**src/rtl/cpu_pkg.sv**
```systemverilog
// cpu_pkg: opcodes, instruction field positions and fetch FSM encoding shared by
// instr_fetch_unit, control_unit and the downstream datapath.
package cpu_pkg;

    localparam logic [2:0] OP_ADD   = 3'b000;
    localparam logic [2:0] OP_SUB   = 3'b001;
    localparam logic [2:0] OP_LOAD  = 3'b010;
    localparam logic [2:0] OP_STORE = 3'b011;
    localparam logic [2:0] OP_JUMP  = 3'b100;

    // 16-bit layout: [15:13] opcode, [12:10] rd, [9:7] rs1, [6:4] rs2,
    // [6:0] imm (overlaps rs2), [12:0] jump target
    localparam int FIELD_W    = 3;
    localparam int OPCODE_LSB = 13;
    localparam int RD_LSB     = 10;
    localparam int RS1_LSB    = 7;
    localparam int RS2_LSB    = 4;
    localparam int IMM_W      = 7;
    localparam int TGT_W      = 13;

    typedef enum logic [1:0] {
        S_IDLE  = 2'd0,
        S_FETCH = 2'd1,
        S_ISSUE = 2'd2
    } fetch_state_t;

endpackage

```
**src/rtl/pc_reg.sv**
```systemverilog
// pc_reg: program counter with next-PC select (jump target or wrapping increment).
//   clk, rst_n : clock, async active-low reset (loads RESET_PC)
//   advance    : update the PC this cycle (issue handshake)
//   jump       : take target instead of pc+1
//   target     : jump destination
//   pc         : current fetch address
module pc_reg #(
    parameter int              PC_W     = 8,
    parameter logic [PC_W-1:0] RESET_PC = '0
) (
    input  logic            clk,
    input  logic            rst_n,
    input  logic            advance,
    input  logic            jump,
    input  logic [PC_W-1:0] target,
    output logic [PC_W-1:0] pc
);

    // Increment wraps naturally at 2^PC_W
    always_ff @(posedge clk or negedge rst_n)
        if (!rst_n)
            pc <= RESET_PC;
        else if (advance)
            pc <= jump ? target : pc + PC_W'(1);

endmodule

```
**src/rtl/instr_fetch_unit.sv**
```systemverilog
// instr_fetch_unit: owns the PC, fetches one word at a time over imem req/ack,
// holds it in the instruction register and exposes its decoded fields.
//   run                      : permit fetching; 0 lets the current fetch finish, then holds
//   imem_req/addr/ack/rdata  : instruction memory handshake (ack legal in first FETCH cycle)
//   instr_valid/instr_ready  : issue handshake to execute/writeback
//   jump                     : control_unit Jump, sampled only on the issue handshake
//   opcode/rd/rs1/rs2/imm    : IR fields; jump_target = IR[12:0] sized to PC_W
//   pc                       : address of the instruction held in IR
module instr_fetch_unit
    import cpu_pkg::*;
#(
    parameter int              PC_W     = 8,
    parameter int              INSTR_W  = 16,
    parameter logic [PC_W-1:0] RESET_PC = '0
) (
    input  logic               clk,
    input  logic               rst_n,
    input  logic               run,
    output logic               imem_req,
    output logic [PC_W-1:0]    imem_addr,
    input  logic               imem_ack,
    input  logic [INSTR_W-1:0] imem_rdata,
    output logic               instr_valid,
    input  logic               instr_ready,
    input  logic               jump,
    output logic [2:0]         opcode,
    output logic [2:0]         rd,
    output logic [2:0]         rs1,
    output logic [2:0]         rs2,
    output logic [6:0]         imm,
    output logic [PC_W-1:0]    jump_target,
    output logic [PC_W-1:0]    pc
);

    fetch_state_t       state;
    logic [INSTR_W-1:0] ir;
    logic [PC_W-1:0]    fetch_pc;
    logic               issue;

    assign issue = instr_valid & instr_ready;

    pc_reg #(.PC_W(PC_W), .RESET_PC(RESET_PC)) u_pc_reg (
        .clk     (clk),
        .rst_n   (rst_n),
        .advance (issue),
        .jump    (jump),
        .target  (jump_target),
        .pc      (fetch_pc)
    );

    assign imem_addr   = fetch_pc;
    assign opcode      = ir[OPCODE_LSB +: FIELD_W];
    assign rd          = ir[RD_LSB +: FIELD_W];
    assign rs1         = ir[RS1_LSB +: FIELD_W];
    assign rs2         = ir[RS2_LSB +: FIELD_W];
    assign imm         = ir[0 +: IMM_W];
    assign jump_target = PC_W'(ir[0 +: TGT_W]);

    // imem_req and instr_valid are registered alongside the state so neither
    // has a combinational path from instr_ready or imem_ack.
    always_ff @(posedge clk or negedge rst_n)
        if (!rst_n) begin
            state       <= S_IDLE;
            imem_req    <= 1'b0;
            instr_valid <= 1'b0;
            ir          <= '0;
            pc          <= RESET_PC;
        end else begin
            case (state)
                S_IDLE:
                    if (run) begin
                        state    <= S_FETCH;
                        imem_req <= 1'b1;
                    end
                S_FETCH:
                    if (imem_ack) begin
                        state       <= S_ISSUE;
                        imem_req    <= 1'b0;
                        instr_valid <= 1'b1;
                        ir          <= imem_rdata;
                        pc          <= fetch_pc;
                    end
                S_ISSUE:
                    if (instr_ready) begin
                        state       <= run ? S_FETCH : S_IDLE;
                        imem_req    <= run;
                        instr_valid <= 1'b0;
                    end
                default: begin
                    state       <= S_IDLE;
                    imem_req    <= 1'b0;
                    instr_valid <= 1'b0;
                end
            endcase
        end

endmodule

```
**config.mk**
```make
export PLATFORM = sky130hd
export DESIGN_NAME = instr_fetch_unit
export DESIGN_NICKNAME = d
export VERILOG_FILES = /design/src/rtl/cpu_pkg.sv /design/src/rtl/pc_reg.sv /design/src/rtl/instr_fetch_unit.sv
export SDC_FILE = /design/constraint.sdc
export NUM_CORES = 1
export LEC_CHECK = 0
export ABC_AREA = 0
export CORE_MARGIN = 2
export CORE_UTILIZATION = 55
export CTS_CLUSTER_SIZE = 40
export DETAILED_ROUTE_END_ITERATION = 12
export DONT_BUFFER_PORTS = 1
export GPL_ROUTABILITY_DRIVEN = 0
export PLACE_DENSITY = 0.8
export RECOVER_POWER = 50
export SYNTH_ARGS = -nofsm -noshare
export SYNTH_HDL_FRONTEND = slang
export SYNTH_SLANG_ARGS = --single-unit
export TNS_END_PERCENT = 1
```
**constraint.sdc**
```tcl
create_clock -name clk -period 1.27 [get_ports clk]
set_input_delay 0.127 -clock clk [delete_from_list [all_inputs] [get_ports clk]]
set_output_delay 0.127 -clock clk [all_outputs]
set_load 0.02 [all_outputs]
```
==> flow_metrics.py, run 1 <==
metrics = {
    "timing": {
        "max_freq_ghz": 0.8088,
        "fin_ws_ps": 33.64,
        "fin_crit_sh_pct": 97.35,
        "fin_skew_ps": 10.30,
        "relSlewSlack_pct": 43.73,
        "hold_violations": 0,
        "period_needed_ps": 1236,
        "finalSetupViolCount": 0,
        "worstMarginPinSlew_ps": 844.0,
        "finalMaxSlewViolations": 0,
        "hold_slack_ps": 32.41,
        "tns_ps": 0,
    },
    "logic_synthesis": {
        "avgSynthCellArea_um2": 12.52,
        "synth.yosys.seq_area_share_pct": 51.76,
        "syn_nets": 162,
        "synthTopCellsByArea": "dfrtp_1, mux2_4, buf_4",
        "yosysUniqueCellTypes": 29,
        "yosys_register_bits": 36,
        "netlist.area_leader.share_pct": 51.76,
        "synth_top_cell_by_area": "dfrtp_1",
        "synth_cells": 139,
        "yosys_warnings": 0,
        "netlist_area_mm2": 0.001740,
    },
    "worst_setup_path": {
        "r2r_start": "u_pc_reg.pc[1]$_DFFE_PN0P_",
        "path_buf_inv": 0,
        "critPathLaunchType": "flip-flop",
        "reg2reg_to": "u_pc_reg.pc[6]$_DFFE_PN0P_",
        "path_max_fanout": 5,
        "worst_path_max_delay_cell": "dfrtp_2",
        "crit_type": "reg2reg",
        "crit_chain": "ha_4 -> and4b_1 -> o2bb2ai_2 -> a211oi_1",
        "r2r_cells": 4,
        "cp_top_family": "flip-flops",
        "arrival_ps": 1480,
        "end_kind": "flip-flop",
        "rrSetupSlack_ps": 30,
        "cpPeakStageDelay_ps": 450,
        "critical_path_required_ps": 1510,
    },
    "clocking": {
        "clock_sinks": 36,
        "numCtsBuffers": 5,
        "clk_path_buf_depth": 2,
        "cts_root_buf": "clkbuf_4",
        "post_cts_buffers": 0,
        "clk_pin_slew_ps": 100,
        "clk_latency_ps": 330,
        "cts_max_level": 2,
        "tritoncts": "yes",
    },
    "drt": {
        "drtIter0Drc": 36,
        "post-route-drc-count": 0,
        "antenna_left": 0,
        "wirelength_um": 3424,
        "vias": 1240,
        "wl_per_cell_um": 15.93,
        "firstDrtPassIters": 4,
        "vias_per_cell": 5.767,
    },
    "power": {
        "ir_drop_mv": 1.638,
        "p_per_area_mw_per_mm2": 2670,
        "p_leak_nw": 1.005,
    },
    "hold_path": {
        "min_from": "imem_ack",
        "hold_path_depth": 2,
        "min-delay-path-class": "in2reg",
        "hold_end": "instr_valid$_DFFE_PN0P_",
    },
    "cells_and_area": {
        "finish.utilization_pct": 70.17,
        "drive_above_1_share_pct": 33.33,
        "largest_reg_flops": 16,
        "finalNetCount": 193,
        "syn2layout_area_growth_pct": 22.07,
        "design_area_mm2": 0.002125,
        "n_antenna_cell": 0,
    },
    "die": {
        "die_h_um": 60.25,
        "dieWidth_um": 60.25,
        "coreArea_mm2": 0.003028,
        "num_rows": 20,
        "dieArea_mm2": 0.003630,
        "ios": 67,
        "start_util_pct": 57.48,
    },
    "place": {
        "dpl_cell_area_mm2": 0.001831,
        "dp_worst_setup_slack_ps": 34.26,
        "hpwl_um": 2279,
        "portBuffers": 0,
    },
    "outcome": {
        "status": "completed",
    },
    "grt": {
        "grt_use_total_pct": 21.06,
        "antenna_found_initial": 0,
        "overflow": 0,
        "grt_pass1_wl_um": 5457,
        "grt_pass1_vias": 1218,
        "grt_max_degree": 37,
    },
    "flow_run": {
        "maxCapViolations": 0,
    },
}
-- cells in the mapped netlist (all sizes together) --
cell type / number
mux2i: 4
nand4: 2
o21ai: 8
inv: 1
mux2: 24
and3: 1
nand3b: 1
nor2: 7
nand2b: 3
o2bb2ai: 1
and4b: 1
o21a: 2
dfrtp: 36
buf: 16
a21oi: 5
and2: 1
o22ai: 5
nor4: 2
ha: 1
clkbuf: 1
nand3: 5
nor3b: 1
a311oi: 1
a211oi: 1
nand2: 8
nor3: 1
-- kinds of logic (layout without fill, tap and decap cells) --
family / Yosys count / count (layout) / share of synthesized area (%)
simple gates: 33 / 33 / 10.35
buf+inv: 18 / 50 / 7.404
compound gates: 23 / 23 / 7.836
flops: 36 / 36 / 51.76
fa+ha+maj: 1 / 1 / 0.7188
mux: 28 / 28 / 21.93
-- layout make-up --
cell class / count / area, µm²
inverter: 1 / 3.754
fill: 208 / 903.4
clock buffer: 8 / 58.81
multi-input combinational: 85 / 729.5
sequential: 36 / 905.9
tap: 44 / 55.05
timing repair buffer: 41 / 371.6
-- worst reg2reg max path: cells and delay by family (launching register included) --
family | cells | cell delay [ps]
adder cells (fa/ha/maj) | 1 | 180
AND/OR/NAND/NOR | 1 | 200
flip-flops | 1 | 450
AO/OA/AOI/OAI | 2 | 320
-- report_power, final --
| group | internal [W] | switching, W |
|---|---|---|
| Clock | 0.000273 | 0.000337 |
| Combinational | 0.00120 | 0.00124 |
| Sequential | 0.00171 | 0.000915 |
-- cells in the final DEF (no fill, tap or decap), types with 3 or more instances in the layout --
cell type      count
dfrtp_1           32
o21ai_0            8
mux2_2             5
dlygate4sd3_1     21
dfrtp_2            4
nand2b_1           3
nand2_1            8
nor2_1             7
a21oi_1            5
o22ai_1            5
mux2i_1            4
mux2_4            19
buf_4             16
nand3_1            5
clkbuf_4           5
-- routing by layer --
metal,global-route usage (%),part of all wire [%],up-vias
li1,-,-,551
met1,22.93,37,617
met2,35.87,52,68
met3,9.524,10,4
met4,7.619,0.91,0
met5,0,0,-
-- per-stage QoR --
step	cells	total power, W
2_1_floorplan	139	0.004497
3_3_place_gp	185	0.004870
3_5_place_dp	185	0.004972
4_1_cts	215	0.005667
5_1_grt	215	0.006053
6_report	215	0.005673
-- worst max-delay path by stage --
stage / from / end / cells after the start
3_3_place_gp: state[1]$_DFFE_PN0P_ / ir[14]$_DFFE_PN0P_ / 3
3_5_place_dp: state[1]$_DFFE_PN0P_ / pc[4]$_DFFE_PN0P_ / 3
4_1_cts: u_pc_reg.pc[1]$_DFFE_PN0P_ / u_pc_reg.pc[6]$_DFFE_PN0P_ / 4
2_1_floorplan: u_pc_reg.pc[0]$_DFFE_PN0P_ / u_pc_reg.pc[6]$_DFFE_PN0P_ / 4
6_report: u_pc_reg.pc[1]$_DFFE_PN0P_ / u_pc_reg.pc[6]$_DFFE_PN0P_ / 4
5_1_grt: u_pc_reg.pc[1]$_DFFE_PN0P_ / u_pc_reg.pc[6]$_DFFE_PN0P_ / 4
-- repair_timing --
| item | 4_1_cts | 5_1_grt |
|---|---|---|
| endpoints found under the setup margin | 0 | 18 |
| resized for setup | 0 | 5 |
| hold endpoints to repair | 58 | 0 |
| hold buffers | 22 | 0 |
(Power assumes the default switching activity.)
==> run 2: changes to the inputs <==
- CORE_MARGIN: 2 -> unset
==> flow_metrics.py, run 2 (synthesis gave the netlist of run 1 again) <==
metrics = {
    "outcome": {
        "status": "completed",
    },
    "power": {
        "p_per_area_mw_per_mm2": 2743,
        "ir_drop_mv": 1.443,
        "p_leak_nw": 1.024,
    },
    "grt": {
        "grt_pass1_vias": 1208,
        "grt_use_total_pct": 22.28,
        "grt_pass1_wl_um": 5492,
        "antenna_found_initial": 0,
        "grt_max_degree": 37,
        "overflow": 0,
    },
    "drt": {
        "wl_met1_um": 1421,
        "route.met2.wl_um": 1828,
        "wl_per_cell_um": 16.79,
        "drtIter0Drc": 41,
        "route.top_layer_used": "met4",
        "post-route-drc-count": 0,
        "wirelength_um": 3661,
        "vias_per_cell": 5.592,
        "met3_wirelength_um": 309,
        "antenna_left": 0,
        "firstDrtPassIters": 4,
        "vias": 1219,
    },
    "timing": {
        "fin_crit_sh_pct": 96.20,
        "hold_violations": 0,
        "grt_setup_unrepaired": "true",
        "fin_skew_ps": 11.15,
        "hold_slack_ps": 28.60,
        "finalMaxSlewViolations": 0,
        "max_freq_ghz": 0.8185,
        "tns_ps": 0,
        "finalSetupViolCount": 0,
        "relSlewSlack_pct": 42.68,
        "worstMarginPinSlew_ps": 859.8,
        "period_needed_ps": 1222,
    },
    "clocking": {
        "numCtsBuffers": 5,
        "clock_sinks": 36,
        "clk_pin_slew_ps": 110,
        "tritoncts": "yes",
        "clk_latency_ps": 340,
        "cts_root_buf": "clkbuf_4",
        "cts_max_level": 2,
        "clk_path_buf_depth": 2,
    },
    "place": {
        "hpwl_um": 2434,
        "portBuffers": 0,
        "dpl_cell_area_mm2": 0.001831,
    },
    "die": {
        "die_h_um": 58.25,
        "num_rows": 20,
        "ios": 67,
        "dieArea_mm2": 0.003393,
        "start_util_pct": 57.48,
        "dieWidth_um": 58.25,
        "coreArea_mm2": 0.003028,
    },
    "worst_setup_path": {
        "end_kind": "flip-flop",
        "crit_type": "reg2reg",
        "worst_path_max_delay_cell": "dfrtp_1",
        "r2r_start": "state[1]$_DFFE_PN0P_",
        "cpPeakStageDelay_ps": 410,
        "crit_chain": "nand3b_4 -> buf_4 -> mux2_4",
        "r2r_cells": 3,
        "arrival_ps": 1440,
        "rrSetupSlack_ps": 50,
        "critPathLaunchType": "flip-flop",
        "reg2reg_to": "ir[14]$_DFFE_PN0P_",
        "path_max_fanout": 10,
        "critical_path_required_ps": 1490,
    },
    "cells_and_area": {
        "fillers": 213,
        "drive_above_1_share_pct": 34.48,
        "largest_reg_flops": 16,
        "n_antenna_cell": 0,
        "finalNetCount": 196,
        "finish.utilization_pct": 71.45,
        "syn2layout_area_growth_pct": 24.30,
        "final_common_cell": "dfrtp_1",
        "design_area_mm2": 0.002163,
        "final_cell_mix": "dfrtp_1, dlygate4sd3_1, buf_4, mux2_4",
    },
    "hold_path": {
        "hold_end": "instr_valid$_DFFE_PN0P_",
        "min_from": "instr_ready",
        "hold_path_depth": 3,
        "min-delay-path-class": "in2reg",
    },
    "flow_run": {
        "maxCapViolations": 0,
    },
}
[run 2: what timing repair did]
action	CTS	global route
endpoints found under the hold margin	56	1
hold buffers	21	1
resized for setup	0	4
setup buffers	0	3
endpoints found under the setup margin	0	13
[run 2: power breakdown]
| group | internal [W] | leakage [nW] | switching (W) | total, W |
|---|---|---|---|---|
| registers | 0.00171 | 0.431 | 0.000894 | 0.00260 |
| clock network | 0.000413 | 0.0422 | 0.000363 | 0.000776 |
| logic | 0.00125 | 0.550 | 0.00131 | 0.00256 |
[run 2: area by class of cell]
cell class / instances / area, µm² / share of cell area (%)
clock buffers: 6 / 41.29 / 1.909
inverters: 1 / 3.754 / 0.1735
well taps: 44 / 55.05 / 2.545
flip-flops and latches: 36 / 904.6 / 41.82
repair buffers: 44 / 389.1 / 17.99
clock inverters: 2 / 35.03 / 1.619
multi-input cells: 85 / 734.5 / 33.95
[run 2: worst max-delay path: cells and delay by family, from the launching register on]
kind	cells	cell delay, ps
flops	1	410
buf+inv	1	200
mux	1	310
simple gates	1	180
[run 2: per-stage QoR]
stage | std cells | setup WS [ps] | power [W]
6_report | 218 | 48.20 | 0.005933
5_1_grt | 218 | -11.12 | 0.006239
4_1_cts | 214 | 5.615 | 0.005853
3_5_place_dp | 185 | 23.37 | 0.004990
3_3_place_gp | 185 | 70.79 | 0.004862
2_1_floorplan | 139 | 3.490 | 0.004497
[run 2: how the worst max path moves through the flow]
stage | start | end | slack (ps) | depth (start not counted)
global route | u_pc_reg.pc[0]$_DFFE_PN0P_ | u_pc_reg.pc[6]$_DFFE_PN0P_ | -10 | 4
finish | state[1]$_DFFE_PN0P_ | ir[14]$_DFFE_PN0P_ | 50 | 3
floorplan | u_pc_reg.pc[0]$_DFFE_PN0P_ | u_pc_reg.pc[6]$_DFFE_PN0P_ | 3 | 4
detailed placement | u_pc_reg.pc[2]$_DFFE_PN0P_ | u_pc_reg.pc[7]$_DFFE_PN0P_ | 20 | 3
CTS | u_pc_reg.pc[2]$_DFFE_PN0P_ | u_pc_reg.pc[7]$_DFFE_PN0P_ | 6 | 3
global placement | u_pc_reg.pc[1]$_DFFE_PN0P_ | u_pc_reg.pc[6]$_DFFE_PN0P_ | 70 | 4
[run 2: per-layer routing]
layer	track usage (%)	up-vias
met2	37.93	74
met5	0	-
met1	23.00	579
li1	-	557
met4	11.90	0
met3	9.821	9
==> run 3: changes to the inputs <==
- CAP_MARGIN: unset -> 0
==> results of run 3 <==
The final DEF is identical to that of run 2; final timing and power are the same.
